**src/rtl/ring_meas_seq.sv**
```systemverilog
// Ring-oscillator measurement sequencer: sweeps the enabled rings one at a time.
// Each ring settles, is gated for a fixed window, and its Gray count delta is handed out via valid/ack.
module ring_meas_seq #(
  parameter int          pRINGS  = 5,
  parameter int          pCW     = 16,
  parameter int          pSETTLE = 16,
  parameter int unsigned pWINDOW = 1000
) (
  input  logic              i_clk,
  input  logic              i_rst_n,
  input  logic              i_start,
  input  logic              i_cont,
  input  logic [pRINGS-1:0] i_mask,
  input  logic [pCW-1:0]    i_gray,
  input  logic              i_ack,
  output logic [pRINGS-1:0] o_ring_en,
  output logic              o_gate,
  output logic              o_busy,
  output logic              o_valid,
  output logic [2:0]        o_ring_id,
  output logic [pCW-1:0]    o_count
);

  typedef enum logic [2:0] {
    S_IDLE,
    S_SETTLE,
    S_GATE,
    S_CONVERT,
    S_PRESENT
  } state_e;

  typedef struct packed {
    logic       found;
    logic [2:0] idx;
  } pick_t;

  localparam logic [31:0] SETTLE_LAST = 32'(pSETTLE - 1);
  localparam logic [31:0] WINDOW_LAST = 32'(pWINDOW - 1);

  state_e            state_q, state_d;
  logic [pRINGS-1:0] mask_q, mask_d;
  logic [2:0]        cur_q, cur_d;
  logic [31:0]       cnt_q, cnt_d;
  logic [pCW-1:0]    a_q, a_d;
  logic [pCW-1:0]    b_q, b_d;
  logic [pCW-1:0]    count_q, count_d;
  logic [2:0]        ring_id_q, ring_id_d;
  pick_t             nxt;

  function automatic logic [pCW-1:0] gray2bin(input logic [pCW-1:0] g);
    logic [pCW-1:0] b;
    b[pCW-1] = g[pCW-1];
    for (int i = pCW - 2; i >= 0; i--) begin
      b[i] = b[i+1] ^ g[i];
    end
    return b;
  endfunction

  function automatic logic [2:0] lowest_set(input logic [pRINGS-1:0] m);
    lowest_set = '0;
    for (int i = pRINGS - 1; i >= 0; i--) begin
      if (m[i]) lowest_set = 3'(i);
    end
  endfunction

  // Lowest enabled ring strictly above cur; found=0 means the sweep is complete.
  function automatic pick_t next_above(input logic [pRINGS-1:0] m, input logic [2:0] cur);
    next_above = '0;
    for (int i = pRINGS - 1; i >= 0; i--) begin
      if (m[i] && (i > int'(cur))) begin
        next_above.found = 1'b1;
        next_above.idx   = 3'(i);
      end
    end
  endfunction

  always_comb begin
    // NOTE: every signal gets a default before the case so no path leaves it unassigned (no latches).
    state_d   = state_q;
    mask_d    = mask_q;
    cur_d     = cur_q;
    cnt_d     = cnt_q;
    a_d       = a_q;
    b_d       = b_q;
    count_d   = count_q;
    ring_id_d = ring_id_q;
    nxt       = next_above(mask_q, cur_q);

    case (state_q)
      S_IDLE: begin
        if ((i_start || i_cont) && (|i_mask)) begin
          mask_d  = i_mask;
          cur_d   = lowest_set(i_mask);
          cnt_d   = '0;
          state_d = S_SETTLE;
        end
      end

      S_SETTLE: begin
        if (cnt_q == SETTLE_LAST) begin
          cnt_d   = '0;
          a_d     = i_gray;
          state_d = S_GATE;
        end else begin
          cnt_d = cnt_q + 32'd1;
        end
      end

      // A and B are taken exactly pWINDOW edges apart, so synchronizer delay cancels out.
      S_GATE: begin
        if (cnt_q == WINDOW_LAST) begin
          cnt_d   = '0;
          b_d     = i_gray;
          state_d = S_CONVERT;
        end else begin
          cnt_d = cnt_q + 32'd1;
        end
      end

      S_CONVERT: begin
        count_d   = gray2bin(b_q) - gray2bin(a_q);
        ring_id_d = cur_q;
        state_d   = S_PRESENT;
      end

      S_PRESENT: begin
        if (i_ack) begin
          cnt_d = '0;
          if (nxt.found) begin
            cur_d   = nxt.idx;
            state_d = S_SETTLE;
          end else if (i_cont) begin
            cur_d   = lowest_set(mask_q);
            state_d = S_SETTLE;
          end else begin
            state_d = S_IDLE;
          end
        end
      end

      default: state_d = S_IDLE;
    endcase
  end

  always_ff @(posedge i_clk or negedge i_rst_n) begin
    if (!i_rst_n) begin
      state_q   <= S_IDLE;
      mask_q    <= '0;
      cur_q     <= '0;
      cnt_q     <= '0;
      a_q       <= '0;
      b_q       <= '0;
      count_q   <= '0;
      ring_id_q <= '0;
    end else begin
      // NOTE: non-blocking assignments so every register updates from pre-edge values.
      state_q   <= state_d;
      mask_q    <= mask_d;
      cur_q     <= cur_d;
      cnt_q     <= cnt_d;
      a_q       <= a_d;
      b_q       <= b_d;
      count_q   <= count_d;
      ring_id_q <= ring_id_d;
    end
  end

  // Outputs decode the registered state, so async reset drops them immediately.
  assign o_ring_en = ((state_q == S_SETTLE) || (state_q == S_GATE)) ? (pRINGS'(1) << cur_q) : '0;
  assign o_gate    = (state_q == S_GATE);
  assign o_busy    = (state_q != S_IDLE);
  assign o_valid   = (state_q == S_PRESENT);
  assign o_ring_id = ring_id_q;
  assign o_count   = count_q;

endmodule

```
**config.mk**
```make
export PLATFORM = sky130hd
export DESIGN_NAME = ring_meas_seq
export DESIGN_NICKNAME = d
export VERILOG_FILES = /design/src/rtl/ring_meas_seq.sv
export SDC_FILE = /design/constraint.sdc
export NUM_CORES = 1
export LEC_CHECK = 0
export CORE_ASPECT_RATIO = 1.5
export CORE_UTILIZATION = 30
export CTS_CLUSTER_SIZE = 40
export DETAILED_ROUTE_END_ITERATION = 12
export PLACE_DENSITY = 0.47
export SLEW_MARGIN = 20
export SYNTH_ARGS = -nofsm -noshare
export SYNTH_HDL_FRONTEND = slang
export SYNTH_SLANG_ARGS = --single-unit
```
**constraint.sdc**
```tcl
create_clock -name i_clk -period 5.8 [get_ports i_clk]
set_input_delay 0.58 -clock i_clk [delete_from_list [all_inputs] [get_ports i_clk]]
set_output_delay 0.58 -clock i_clk [all_outputs]
set_load 0.02 [all_outputs]
```
==> out/metrics.csv <==
stage,metric,value,unit
setup_path,cp-start-kind,flop,
global_routing,gr-total-overflow,0,
die,coreArea,18620,sq um
clock_network,clkSlewWorstSetupHoldPaths,0.07,ns
placed_design,dpl_cell_area,6495,sq um
global_routing,grt_pass1_wl,21.94,mm
synth,yosysWarnings,0,
power,leakage,2.931,nW
synth,syn_nets,637,
synth,syn_area,5715,sq um
cells_and_area,drive_gt1_share,12.07,%
timing,hold_viol,0,
placed_design,gp_congestion,0.8130,
cells_and_area,diodes,0,
cells_and_area,final_util,36.74,%
power,peakVddDrop,0.0001793,V
cells_and_area,postLayoutCellArea,6843,sq um
die,io_pins,53,
synth,avgSynthCellArea,9.590,sq um
power,power.total,3.943,mW
setup_path,worstRegToRegCells,19,
detailed_routing,drc_errors,0,
timing,slew_viol_final,0,
synth,synth-seq-cells,94,
detailed_routing,drt_iter0_drc,123,
global_routing,grt_max_degree,69,
clock_network,clk_latency,0.35,ns
detailed_routing,num_vias,4412,
setup_path,cp.arrival,5.32,ns
setup_path,crit_fanout,6,
timing,relSlewSlack,35.69,%
power,p_per_area,576.2,nW/um^2
detailed_routing,firstDrtPassIters,4,
run_status,status,completed,
clock_network,cts-resized-gates,0,
timing,finalSetupViolCount,0,
synth,synthArstFlopShare,100.0,%
timing,fin_skew,0.01060,ns
setup_path,timing.rr.start,a_q[15]$_DFFE_PN0P_,
die,rows,61,
setup_path,critical_path_class,reg2reg,
timing,rsz0062_at_grt,no,
clock_network,cts_buffer_depth,2,
synth,yosysSeqAreaShare,41.16,%
synth,synth-edff-count,0,
timing,fin_setup_tns,0,ns
die,dieArea,19620,sq um
cells_and_area,nets,682,
clock_network,cts_hold_buf,0,
timing,min_period,5.124,ns
detailed_routing,routed_wl,13.13,mm
placed_design,dp_hpwl,9.644,mm
placed_design,io_buffers,52,
min_path,hold_path_class,in2async,
timing,fmax,195.2,MHz
timing,holdWs,0.1379,ns
die,die_y,171.1,microns
setup_path,crit_start,a_q[15]$_DFFE_PN0P_,
clock_network,cts_setup_buffers,0,
synth,yosysUniqueCellTypes,58,
clock_network,cts_inserted_buffers,9,
global_routing,antenna_found_initial,0,
synth,synth_cells,596,
clock_network,htreeDepth,3,
setup_path,endpoint_kind,flop,
detailed_routing,ant_nets,0,
timing,min_period_over_period,88.34,%
die,die_width,114.7,microns
die,start_util,30.69,%
setup_path,cp.required,5.99,ns
synth,synth_flop_cell,dfrtp_1,
timing,tightest_slew,0.9624,ns
detailed_routing,drt-vias-per-instance,4.913,
clock_network,clock_sinks,94,
detailed_routing,avgRoutedWirePerCell,14.62,microns
clock_network,clock-root-buffer,clkbuf_16,
cells_and_area,area.growth.synth_to_final,19.72,%
flow_run,cap_violations,0,
global_routing,grt_use_total,14.21,%
clock_network,cts_tree,yes,
global_routing,first_global_vias,4428,
[worst max-delay path, stage by stage, from the launching register on]
cell and delay (ns):
dfrtp_1 0.41, xnor3_2 0.50, xnor3_2 0.47, xnor2_2 0.39
xnor2_2 0.23, xor2_1 0.31, xnor2_1 0.17, ha_1 0.22
fa_1 0.25, o21bai_1 0.16, maj3_1 0.37, o211ai_1 0.20
a31oi_1 0.14, o21ai_0 0.21, a21boi_1 0.11, o21ai_0 0.24
nand2b_1 0.13, a31oi_1 0.21, xor2_1 0.15, o21ai_0 0.08
[worst paths after layout]
path                                           endpoint  slack, ns
min in group i_clk               o_count[0]$_DFFE_PN0P_       0.48
worst max-delay path            o_count[12]$_DFFE_PN0P_       0.68
worst max register to register  o_count[12]$_DFFE_PN0P_       0.68
max in group asynchronous         mask_q[0]$_DFFE_PN0P_       4.47
worst min register to register   o_count[0]$_DFFE_PN0P_       0.48
worst min-delay path                a_q[13]$_DFFE_PN0P_       0.14
[through the flow]
step | setup slack, ns | std cells
after global placement | 0.8019 | 881
after CTS | 0.6185 | 897
final | 0.6762 | 898
after global routing | 0.3065 | 898
after floorplan | 1.236 | 596
after detailed placement | 0.6419 | 881
[cells by family after synthesis]
family / after synthesis / synth area share [%]
fa+ha+maj: 18 / 3.941
xor+xnor: 72 / 13.27
buf+inv: 44 / 2.999
mux: 40 / 8.078
compound gates: 126 / 13.92
flops: 94 / 41.16
simple gates: 202 / 16.64
[cells in the mapped netlist, types with 14 or more instances]
cell | count | area share (%)
inv_1 | 21 | 1.4
dfrtp_1 | 94 | 41
nand3_1 | 20 | 1.8
nor3_1 | 14 | 1.2
a21oi_1 | 25 | 2.2
and3_1 | 14 | 1.5
nand2_1 | 69 | 4.5
xnor2_1 | 33 | 5.1
o21ai_0 | 46 | 4.0
xor2_1 | 29 | 4.4
clkbuf_1 | 22 | 1.4
nor2_1 | 48 | 3.2
mux2_2 | 39 | 7.7
ha_1 | 14 | 3.1
[routing by layer]
| layer | vias up | share of wire [%] | global-route usage (%) |
|---|---|---|---|
| met4 | 0 | 1.8 | 5.985 |
| met3 | 14 | 2.0 | 1.877 |
| met2 | 47 | 53 | 25.88 |
| met5 | - | 0 | 0 |
| li1 | 2195 | - | - |
| met1 | 2156 | 43 | 16.52 |
[state kept, by name, summed over array words and instances (netlist names)]
signal     cells
cnt_q         32
a_q           16
b_q           16
o_count       16
mask_q         5
cur_q          3
o_ring_id      3
state_q        3
[final cells by class]
type	count	area (sq um)
Fill cell	1932	11780
Multi-Input combinational cell	458	3201
Sequential cell	94	2352
Timing Repair Buffer	57	563.0
Tap cell	252	315.3
Clock buffer	10	239.0
Clock inverter	6	93.84
Inverter	21	78.83
[cell usage in the layout (no fill, tap or decap), types with 4 or more instances in the layout]
cell / count
a21oi_1: 25
mux2_2: 39
xnor2_1: 33
and2_1: 4
nand4_1: 5
nand3_1: 20
xor2_1: 29
dfrtp_1: 94
nor2b_1: 4
nand2_1: 69
nor2_1: 48
a31oi_1: 7
a21o_1: 5
clkdlybuf4s50_1: 51
clkbuf_16: 9
o21ai_0: 46
nor3_1: 13
o31ai_1: 13
nand2b_1: 7
inv_1: 21
ha_1: 14
o41ai_1: 4
nor4_1: 6
buf_4: 5
and3_1: 14
o21ai_1: 4
xnor3_2: 5
[power by group]
part	switching [mW]	leakage [nW]	internal, mW
clock	0.268	0.159	0.393
combinational	1.33	1.52	1.09
sequential	0.108	1.25	0.753
total	1.70	2.93	2.24
(Power assumes the default switching activity.)
